## config.mk

```make
export PLATFORM = sky130hd
export DESIGN_NAME = rr_mux4_arbiter
export DESIGN_NICKNAME = d
export VERILOG_FILES = /design/src/rtl/rr_mux4_arbiter.sv
export SDC_FILE = /design/constraint.sdc
export NUM_CORES = 1
export LEC_CHECK = 0
export ABC_AREA = 1
export BUFFER_PORTS_ARGS = -buffer_cell sky130_fd_sc_hd__buf_2
export CAP_MARGIN = 30
export CELL_PAD_IN_SITES_DETAIL_PLACEMENT = 1
export CELL_PAD_IN_SITES_GLOBAL_PLACEMENT = 2
export CORE_ASPECT_RATIO = 0.75
export CORE_MARGIN = 2
export CORE_UTILIZATION = 24
export CTS_BUF_LIST = sky130_fd_sc_hd__clkbuf_8 sky130_fd_sc_hd__clkbuf_16
export CTS_CLUSTER_DIAMETER = 100
export DETAILED_ROUTE_END_ITERATION = 12
export MAX_ROUTING_LAYER = met4
export PLACE_DENSITY = 0.85
export SYNTH_ARGS = -nofsm -noshare
export SYNTH_HDL_FRONTEND = slang
export SYNTH_SLANG_ARGS = --single-unit
```

## constraint.sdc

```tcl
create_clock -name clk -period 3.2 [get_ports clk]
set_input_delay 0.64 -clock clk [delete_from_list [all_inputs] [get_ports clk]]
set_output_delay 0.64 -clock clk [all_outputs]
set_load 0.01 [all_outputs]
```

## src/rtl/rr_mux4_arbiter.sv

```systemverilog
// Round-robin arbiter over four WIDTH-bit lanes feeding one registered valid/ready output.
// The winner's word is captured at its grant edge; the winner gets a one-cycle ack when the word is accepted.
module rr_mux4_arbiter #(
   parameter int WIDTH    = 32,
   parameter int HOLD_MAX = 8
) (
   input  logic               clk,
   input  logic               reset,
   input  logic [3:0]         req,
   input  logic [4*WIDTH-1:0] in,
   input  logic               out_ready,
   output logic               out_valid,
   output logic [WIDTH-1:0]   out_data,
   output logic [1:0]         sel,
   output logic [3:0]         grant,
   output logic [3:0]         ack,
   output logic               stall
);

   localparam int CW = $clog2(HOLD_MAX + 1);

   // Handshake: a word transfers on a rising edge where out_valid && out_ready;
   // out_data, sel and grant stay stable while out_valid is high and out_ready is low.
   typedef enum logic {
      IDLE = 1'b0,
      BUSY = 1'b1
   } state_t;

   state_t            state_q, state_d;
   logic [1:0]        ptr_q, ptr_d;
   logic [1:0]        sel_q, sel_d;
   logic [3:0]        grant_q, grant_d;
   logic [3:0]        ack_q, ack_d;
   logic [WIDTH-1:0]  data_q, data_d;
   logic [CW-1:0]     cnt_q, cnt_d;
   logic              stall_q, stall_d;

   logic [WIDTH-1:0]  lane [4];
   logic [1:0]        win;
   logic              load;
   logic              hs;
   logic [3:0]        masked;

   for (genvar g = 0; g < 4; g++) begin : g_lane
      assign lane[g] = in[WIDTH*g +: WIDTH];
   end

   // First set bit of r scanning p, p+1, p+2, p+3 (mod 4); caller guarantees r != 0.
   function automatic logic [1:0] pick(input logic [3:0] r, input logic [1:0] p);
      logic [1:0] idx;
      pick = p;
      for (int k = 3; k >= 0; k--) begin
         idx = p + 2'(k);
         if (r[idx]) pick = idx;
      end
   endfunction

   always_comb begin
      state_d = state_q;
      ptr_d   = ptr_q;
      sel_d   = sel_q;
      grant_d = grant_q;
      data_d  = data_q;
      ack_d   = '0;
      cnt_d   = '0;
      win     = ptr_q;
      load    = 1'b0;
      masked  = '0;
      hs      = (state_q == BUSY) && out_ready;

      case (state_q)
         IDLE: begin
            grant_d = '0;
            if (req != 4'b0000) begin
               win  = pick(req, ptr_q);
               load = 1'b1;
            end
         end
         BUSY: begin
            if (hs) begin
               ack_d  = grant_q;
               ptr_d  = sel_q + 2'd1;
               masked = req & ~grant_q;
               if (masked != 4'b0000) begin
                  win  = pick(masked, ptr_d);
                  load = 1'b1;
               end else if (req != 4'b0000) begin
                  // Only the just-served lane still asks: serve it again.
                  win  = sel_q;
                  load = 1'b1;
               end else begin
                  state_d = IDLE;
                  grant_d = '0;
               end
            end else begin
               cnt_d = (cnt_q < CW'(HOLD_MAX)) ? cnt_q + CW'(1) : cnt_q;
            end
         end
         default: state_d = IDLE;
      endcase

      if (load) begin
         state_d = BUSY;
         sel_d   = win;
         grant_d = 4'b0001 << win;
         data_d  = lane[win];
      end

      stall_d = (cnt_d >= CW'(HOLD_MAX));
   end

   always_ff @(posedge clk) begin
      if (reset) begin
         state_q <= IDLE;
         ptr_q   <= '0;
         sel_q   <= '0;
         grant_q <= '0;
         ack_q   <= '0;
         data_q  <= '0;
         cnt_q   <= '0;
         stall_q <= 1'b0;
      end else begin
         state_q <= state_d;
         ptr_q   <= ptr_d;
         sel_q   <= sel_d;
         grant_q <= grant_d;
         ack_q   <= ack_d;
         data_q  <= data_d;
         cnt_q   <= cnt_d;
         stall_q <= stall_d;
      end
   end

   assign out_valid = (state_q == BUSY);
   assign out_data  = data_q;
   assign sel       = sel_q;
   assign grant     = grant_q;
   assign ack       = ack_q;
   assign stall     = stall_q;

endmodule

```

==> results of run 1 <==
[power groups by stage]
stage | Clock [mW] | Combinational (mW) | Sequential, mW
3_3_place_gp | 0 | 1.11 | 0.770
2_1_floorplan | 0 | 0.755 | 0.791
6_report | 0.558 | 1.14 | 0.760
3_5_place_dp | 0 | 1.15 | 0.773
4_1_cts | 0.575 | 1.16 | 0.760
5_1_grt | 0.601 | 1.30 | 0.771
[cell usage after synthesis, types with 2 or more instances]
cell,number,area share
a21oi_1,7,0.0098
buf_2,8,0.011
buf_4,10,0.021
buf_6,7,0.022
clkbuf_1,16,0.017
dfxtp_1,49,0.27
inv_1,59,0.062
inv_2,3,0.0032
nand2_1,127,0.13
nand2_2,2,0.0035
nand3_1,88,0.12
nand4_1,33,0.058
nor2_1,141,0.15
o21ai_0,39,0.055
o21ai_1,4,0.0056
[flip-flops by register name, indices dropped and copies added (netlist names)]
register,count
ack,4
cnt_q,4
grant,4
out_data,32
out_valid,1
ptr_q,2
sel,2
[layer usage]
layer | wire length [µm] | vias to the layer above | part of all wire
li1 | - | 2263 | -
met1 | 6620 | 2080 | 0.46
met2 | 6710 | 129 | 0.47
met3 | 891 | 12 | 0.062
met4 | 168 | 0 | 0.012
met5 | 0 | - | 0
[worst max-delay path: stages (launching register included)]
cell     delay (ps)
dfxtp_1         480
buf_4           240
nand3_1         120
nand2_1         110
nand2_1          80
nand2_1          70
inv_1            50
o21ai_2          50
nand2_1          60
nand2_1          50
nand3_1          80
nand2_1          80
nand2_2          70
nand2_4         280
buf_12          260
nand2_1          70
nand2_1          60
nor2_1           40
nor2_1          110
nor2_1           50
[worst paths after layout]
path,start,endpoint,slack [ps],depth (start not counted)
setup / recovery,sel[0],out_data[24],600,19
hold / removal,cnt_q[1],cnt_q[1],510,2
setup reg to reg,sel[0],out_data[24],600,19
hold reg to reg,cnt_q[1],cnt_q[1],510,2
[final cells by class]
class,instances,area (µm²),share of cell area
timing repair buffer,189,1020,0.215
clock buffer,5,125,0.0263
multi-input combinational,456,2120,0.445
inverter,62,233,0.0489
sequential,49,981,0.206
clock inverter,3,26.3,0.00552
tap,200,250,0.0526
[through the flow]
step	utilization	worst slack, ps	hold WS [ps]	total power [mW]
after floorplan	-	1100	453	1.55
final	0.328	601	506	2.46
after global placement	0.318	566	464	1.88
after global routing	0.328	289	529	2.67
after detailed placement	0.318	459	502	1.93
after CTS	0.328	597	512	2.49
[kinds of logic (layout without fill, tap and decap cells)]
logic type / Yosys count / count (layout) / share of synthesized area
DFF: 49 / 49 / 0.275
adders and majority gates: 1 / 1 / 0.00351
AOI/OAI and AO/OA: 56 / 56 / 0.0922
xor gates and xnor gates: 3 / 3 / 0.0116
buffers and inverters: 103 / 259 / 0.136
and+or+nand+nor: 396 / 396 / 0.481
==> metrics list, run 1 <==
- The cell sitting at the root of the clock tree is a clkbuf_16.
- RSZ-0062 raised after global routing: false
- In this run the power density over the cells is 517 mW/mm².
- For this configuration, the core starts out at a cell density of 0.246.
- In this run the post-CTS setup repair buffer count came out at 0.
- In the layout the commonest cells are buf_2 (178), nor2_1 (140), nand2_1 (125).
- I/O pin cnt: 179
- EDFF count, synth: 0
* Capturing element type of the critical path: register
- Std cell rows: 38
- The first detailed-routing pass took 5 iterations.
* Die area: 0.0159 mm²
* Share of post-route cells with drive strength above 1: 0.280
* Synth-to-Final Area Change: 33.3%
* Antenna Cells: 0
* Wire length after detailed routing: 14400 µm
- Post-placement cell area: 0.00461 mm²
- The routed layout has between 4000 and 5000 vias.
* Most common cell after layout, fill and taps aside: buf_2
- Internal power component: 1.41 mW
- In the final routed layout, each cell accounts on average for 14.9 µm.
* Met3 Use GR: 0.0335
- The detail route stage leaves a number of antenna-violating nets equal to 0.
- Worst max-slew margin expressed relative to the limit: 0.444
- Worst path required time: 3390 ps
* Slew at the pin closest to its max-slew limit: 832 ps
- Die X: about 140 µm
- Endpoint arrival time on the critical path: approximately 2800 ps
* Number of inserted filler cells in the final layout: 1968
- The number of nets handed over by synthesis was 744.
- Time the final worst path needs with I/O delays and setup: 2600 ps
- Post-CTS sizing: 0
* Count of buffers inserted at the top-level ports: 178
- The share of total power dissipated in sequential elements is 0.309.
* Proportion of total power due to net switching: 0.427
- The run finished with clean final reports.
- Static timing analysis puts the maximum clock frequency at 385 MHz.
- Total number of H-tree levels: 2
- Yosys mapped the design onto 30 distinct sky130hd cell types.
* Max-cap check violation count: 0
* Global placement routability congestion: 0.855
- The worst hold path belongs to the class register to register.
- The worst setup path is launched from a register.
- Post-synthesis instance area: 0.00357 mm²
- Summing all non-filler instances in the final layout gives an area of ~0.0048 mm².
- Peak supply drop: 0.219 mV
* Number of antenna violations at the first check in global routing: 0
- During synthesis, Yosys emitted a total of 0 warnings.
* Clock Pin Slew Worst Setup and Hold Paths: 80 ps
- The number of global-route vias before repair is 4704.
- Portion of the post-synthesis area used by sequential elements: 0.275
- The clock reaches the later pin of the worst-skew pair after roughly 300 ps.
* Share of synthesized flip-flops with an asynchronous set or reset: 0
- The analysis attributes to cell leakage a power of 2.59 nW.
* Global Route met1 Usage: 0.229
- The layer flagged by global routing as most heavily used is met2.
* Total routing usage reported by global routing: 0.185
- For this design the total switching power over the nets is 1.05 mW.
- Met2 GRT Util: 0.313
- Wire length of the first global-routing pass: 22600 µm
- Proportion of power drawn by the clock network: 0.227
- CTS hold repair buffers: 0
* Longest Clk Path Bufs: 2
- The floorplan step set the die height to 110 µm.
- The synthesized design contains 49 register bits.
- Cell Count Post-Placement: between 900 and 1000
- Along the worst path, the maximum fanout reaches 43.
- TritonCTS buffer count: 5
- Synthesized instance count: approximately 600
- Avg Synthesized Cell Area: 5.87 µm²
- Entering global routing, the biggest net connects 49 pins.
- Final Cycle Share: 0.812
* Placeable core region: 0.0145 mm²
- Number of cells in the finished layout apart from fillers: 964
- The clock arrives with 9.73 ps of skew.
* Sink count of the clock tree: 49
* Drt first-iter violations: 151
- TritonCTS clock tree: yes
* Sum Neg Setup Slack: 0 ps
* Total DRC errors in the routed layout: 0
* Count of pins over their slew limit: 0
* Hold violation total from the final report: 0
- The critical path is of the register to register type.
- In the routed layout, each cell is associated on average with a via count of 4.65.
- Logic pwr share: 0.464
- For this run the aggregate overflow at the end of global routing stands at 0.
- Net total in the final layout: 899
- Half-perimeter wire length of the detailed placement result: between 10000 and 15000 µm
* Number of endpoints failing setup at the final stage: 0
* Primary flip-flop cell chosen by synthesis mapping: dfxtp_1
No activity file was read; power rests on OpenSTA's default activity.
==> run 2, diff against run 1 <==
CORE_UTILIZATION = 22   (was 24)
PLACE_DENSITY = 0.79   (was 0.85)
clock period = 2.42 ns   (was 3.2 ns; I/O delays follow)
==> run 2 against run 1 <==
Compared with the run above: flip-flop and latch count unchanged; count of clock-buffer cells in the layout unchanged; sequential share of layout area decreased by 0.53 points; setup slack got worse by 310 ps; first-iteration DRC count increased by 21%; core utilization decreased by 2.1 points; critical path depth decreased by 1; largest cell class unchanged; largest power group unchanged.
==> metrics list, run 2 (synthesized netlist as in run 1, its figures left out) <==
- Once placement finished, the instance area stood at 0.00473 mm².
- Longest Clk Path Bufs: 2
- The count of nets left with antenna violations once routing finished came out at 0.
- Proportion of power drawn by the clock network: 0.241
- The initialized floorplan defines 40 standard-cell rows.
- The run finished with clean final reports.
- The finished cells cover 0.00491 mm².
- Routability-driven placement finished with a final weighted congestion of 0.767.
* Initial standard-cell utilization of the core: 0.224
* Worst max-slew margin expressed relative to the limit: 0.711
- On the final layout, the worst clock skew is 7.74 ps.
- The register with the most flip-flops in the layout has 32 of them.
* Type of the most critical hold path: input pin to register
* Number of antenna violations at the first check in global routing: 0
* Critical path class: register to register
- The floorplan step defined a die boundary enclosing 0.0173 mm².
- Count of pins over their slew limit: 0
- Max-cap check violation count: 0
* Wire length after detailed routing: 14000 µm
- The number of global-route vias before repair came to 4283.
- Drt first-iter violations: 182
* Footprint of the multi-input gates: about 0.0021 mm²
- Synth-to-Final Area Change: 37.5%
- Via density per instance: 4.47
- In the final layout, flip-flops and latches occupy 986 µm².
* Logic pwr share: 0.466
- Overflow left after global routing: 0
- At the pin with the least slew margin, the transition time is 434 ps.
- Time the final worst path needs with I/O delays and setup: 2130 ps
- Dividing total power by cell area gives a power density of 693 mW/mm².
* Total number of H-tree levels: 2
- CTS hold repair buffers: 0
* Number of endpoints failing setup at the final stage: 0
- Leaving out fill and tap cells, the most frequent cell in the layout is buf_2.
* Proportion of total power due to net switching: 0.406
- Pin placement for this block handled between 150 and 200 I/O pins.
- Entering global routing, the biggest net connects 43 pins.
* Half-perimeter wire length of the detailed placement result: 10800 µm
* Peak supply drop: between 0.2 and 0.3 mV
- After the last flow step, the layout net total stands at 911.
* Sum Neg Setup Slack: 0 ps
* Clock Pin Slew Worst Setup and Hold Paths: roughly 70 ps
- TritonCTS buffer count: 5
- Measured along the y axis, the die boundary spans 114 µm.
* Switching Power: 1.38 mW
* Worst path required time: roughly 2700 ps
* RSZ-0062 raised after global routing: false
- The share of total power dissipated in sequential elements is 0.292.
- Final Cycle Share: 0.880
* Average routed wire per standard cell: 14.2 µm
- Critical path launch point type: register
- The final hold violation count came to 0.
- Total DRC errors in the routed layout: 0
- Number of inserted filler cells in the final layout: 2154
- Share of post-route cells with drive strength above 1: 0.298
- Overall via count from detail_route: ~4400
- TritonCTS built the clock tree.
* Count of buffers inserted at the top-level ports: 178
- Internal power component: roughly 2 mW
* LEAKAGE: 2.67 nW
- Data arrives at the worst endpoint at 2360 ps.
- After floorplanning, the core was sized to cover 0.0160 mm².
- The tree is rooted in a clkbuf_16.
- Timing would allow up to 469 MHz.
- Later-pin clock latency in the skew report: 290 ps
- The tree built by TritonCTS fans out to 49 sinks.
- The first global-routing pass estimated 21800 µm of wire.
* Antenna Cells: 0
- The floorplan step set the die width to approximately 150 µm.
- CP Max Fanout: 36
- The top cell types in the final layout, fill and taps aside, are buf_2 (178), nor2_1 (140), nand2_1 (125).
- Capturing element type of the critical path: register
* First-pass detailed-route iteration total: 4
* Total routing usage reported by global routing: 0.164
==> run 2: final timing paths <==
path | start | to | slack [ps] | cells past startpoint
min reg2reg | cnt_q[1] | cnt_q[1] | 480 | 2
max reg2reg | ptr_q[0] | out_data[20] | 290 | 18
min | reset | out_valid | 430 | 2
max | ptr_q[0] | out_data[20] | 290 | 18
==> run 2: power groups by stage <==
stage	clock network (mW)	registers (mW)	logic, mW
floorplan	0	1.05	0.998
global placement	0	1.00	1.60
detailed placement	0	1.01	1.61
CTS	0.855	0.993	1.61
global route	0.884	1.01	1.80
finish	0.821	0.995	1.59
==> run 2: layout make-up <==
type                       count  area share
clock buffer                   5      0.0255
clock inverter                 3     0.00892
inverter                      62      0.0474
multi-input combinational    456       0.432
sequential                    49       0.201
tap                          210      0.0535
timing repair buffer         201       0.232
==> run 2: through the flow <==
| stage | hold slack [ps] | cells | utilization | total power, mW | worst slack (ps) |
|---|---|---|---|---|---|
| floorplan | 453 | 608 | - | 2.04 | 474 |
| global placement | 478 | 978 | 0.296 | 2.60 | 78.7 |
| detailed placement | 480 | 978 | 0.296 | 2.62 | 52.2 |
| CTS | 419 | 986 | 0.307 | 3.46 | 122 |
| global route | 436 | 986 | 0.307 | 3.69 | 13.7 |
| finish | 427 | 986 | 0.307 | 3.40 | 290 |
==> run 2: what timing repair did <==
action / in CTS / in global routing
setup buffers: 0 / 0
gates resized for setup: 0 / 5
endpoints found under the setup margin: 0 / 27
==> run 2: metal layers <==
layer  share of wire  up-vias  track usage
met2            0.42      115        0.251
met3           0.057        6       0.0279
li1                -     2284            -
met4          0.0061        0       0.0268
met5               0        -            -
met1            0.52     1999        0.230
==> run 2: critical path, cell delays in order (launching register included) <==
cell and delay, ps:
dfxtp_2 370, buf_4 160, nand2_1 60, nand2_2 110
nand2_1 90, nand2_1 70, nor2_1 40, nand2_1 50
nand2_1 50, nand2_1 60, nand3_1 60, nand2_1 160
inv_1 80, nand2_2 110, buf_12 210, nand4_1 120
nand3_1 120, nor2_1 40, nor2_1 80
==> run 3, diff against run 2 <==
SETUP_SLACK_MARGIN = 0.3   (was default)
==> run 3 against run 2 <==
Compared with the run above: design area is 19% higher; global-route usage rose by 0.60 points; first-iteration DRC count decreased by 2.2%; critical path type unchanged; flip-flop and latch count unchanged; largest cell class unchanged; routed wire length rose by 19%; highest routed layer unchanged; critical path depth is 2 lower; sequential power hardly changed; fmax fell by 1.2%.
==> metrics list, run 3 (synthesized netlist as in run 1, its figures left out) <==
- In this run the worst path has a maximum fanout of 7.
- The H-tree was split into 2 levels.
- The worst-case IR drop observed on VDD is 0.289 mV.
* Delay contributed by the slowest stage of the critical path: 380 ps
* Std cell rows: 40
- Sum Neg Setup Slack: 0 ps
- The first TritonRoute pass finished after 5 iterations.
- Slew at the pin closest to its max-slew limit: around 480 ps
- Vias in the first global route: 4433
* Count of pins over their slew limit: 0
* TritonCTS clock tree: yes
* Number of endpoints failing setup at the final stage: 0
* Endpoint arrival time on the critical path: 2350 ps
- Drt first-iter violations: roughly 180
- I/O pin cnt: between 150 and 200
* Overflow left after global routing: 0
* Time the final worst path needs with I/O delays and setup: 2160 ps
- The die is 114 µm tall.
- Among cell families on the critical path, the largest total delay comes from simple AND/OR/NAND/NOR gates.
- Number of cells in the finished layout apart from fillers: 1017
- The register with the most flip-flops in the layout has 32 of them.
- Worst path required time: between 2000 and 3000 ps
- Final clock skew: 8.28 ps
- Cell breakdown of the critical path: buf_8 -> xor2_4 -> nand2_2 -> nand2_2 -> o21ai_2 -> nand3_1 -> nand3_2 -> nand2_2 -> nand2_4 -> nand2_8 -> buf_12 -> clkbuf_16 -> nand3_2 -> nand3_1 -> nor2_1 -> nor2_1
* Cell Pwr Density: 703 mW/mm²
- Hold violation total from the final report: 0
* Die area: 0.0173 mm²
- Summed over all cells, the static leakage comes to 3.03 nW.
* Clock Pin Slew Worst Setup and Hold Paths: 70 ps
- STA classifies the critical path startpoint as a register.
- Core Util, Final: 0.366
* Overall via count from detail_route: 4726
- Die X: 151 µm
* Clock tree root buffer cell: clkbuf_16
- Across every metal layer, demand over resource in global routing totals 0.170.
* Half-perimeter wire length of the detailed placement result: about 11000 µm
* Highest-count cells in the layout ignoring fill and taps: buf_2 (178), nor2_1 (119), nand2_1 (104)
* Initial standard-cell utilization of the core: 0.224
- Average routed wire per standard cell: between 15 and 20 µm
- The number of antenna violations at the first check in global routing is 0.
* Hold slack: about 420 ps
- The worst pin sits at a relative slew slack of 0.682.
* Net total in the final layout: 942
- The clock passes through at most 2 buffers.
- Run status: finished clean
- The first global-routing pass estimated 22600 µm of wire.
- Capturing element type of the critical path: register
- Leaving out fill and tap cells, the most frequent cell in the layout is buf_2.
- Across the run, the number of max-cap violations was 0.
- Antenna Cells: 0
* Number of inserted filler cells in the final layout: 2079
- Cell type of the slowest stage on the worst timing path: dfxtp_4
- The tree built by TritonCTS fans out to 49 sinks.
- The area growth from synthesis to layout is 63.6%.
- Of the cells placed in the final design, the portion with a size suffix greater than 1 is 0.429.
* Final Cycle Share: 0.891
- The number of placed instances, taps included, is 978.
- In this run the remaining antenna-violating nets after routing total 0.
- Total DRC errors in the routed layout: 0
- Placeable core region: 0.0160 mm²
* Critical path class: register to register
- Type of the most critical hold path: input pin to register
- RSZ-0062 raised after global routing: true
- Global placement routability congestion: between 0.7 and 0.8
- The final layout contains routed wiring with a total length of 16700 µm.
- Timing would allow up to 464 MHz.
- At the later pin of the worst-skew pair, clock insertion delay measures between 200 and 300 ps.
- The number of clock buffers added by TritonCTS is 5.
- In this run the tool buffered the top-level ports with 178 buffer cells.
- Pin count of the biggest net entering global routing: 43
- The most numerous cell type found on the critical path is nand2_2.
* Via density per instance: 4.65
- The number of buffers and inverters on the critical path is 3.
==> run 3: what timing repair did <==
item / 4_1_cts / 5_1_grt
setup endpoints to repair: 33 / 35
hold buffers: 0 / 0
pin swaps: 10 / 49
buffers inserted: 6 / 7
gates cloned: 2 / 16
resized for setup: 21 / 101
==> run 3: final cells by class <==
cell class              instances  area, µm²  share of cell area
clock buffers                   5        125              0.0214
clock inverters                 3       43.8             0.00750
inverters                      62        240              0.0411
multi-input cells             457       2520               0.431
flip-flops and latches         49       1000               0.171
well taps                     210        263              0.0450
repair buffers                231       1650               0.282
==> run 3: stage by stage <==
step | setup slack [ps] | area (µm²) | power [mW]
after global placement | 78.7 | 4730 | 2.60
after global routing | 143 | 5840 | 4.40
final | 265 | 5840 | 4.11
after detailed placement | 52.2 | 4730 | 2.62
after floorplan | 474 | 3570 | 2.04
after CTS | 300 | 5080 | 3.59
==> run 3: per-layer routing <==
metal	share of wire	vias up	global-route usage	wire [µm]
met4	0.011	0	0.0287	189
met1	0.49	2201	0.234	8240
met5	0	-	-	0
met2	0.43	147	0.264	7240
li1	-	2365	-	-
met3	0.063	13	0.0291	1050
==> run 3: final timing paths <==
check | slack (ps) | depth (start not counted) | endpoint | start
max | 260 | 16 | out_data[18] | sel[0]
min | 420 | 2 | out_valid | reset
max reg2reg | 260 | 16 | out_data[18] | sel[0]
min reg2reg | 480 | 2 | cnt_q[1] | cnt_q[1]
==> run 3: report_power, final <==
group | total, mW | switching, mW | internal [mW]
registers | 1.00 | 0.0803 | 0.924
logic | 2.28 | 1.27 | 1.00
clock network | 0.824 | 0.334 | 0.491
total | 4.11 | 1.69 | 2.42
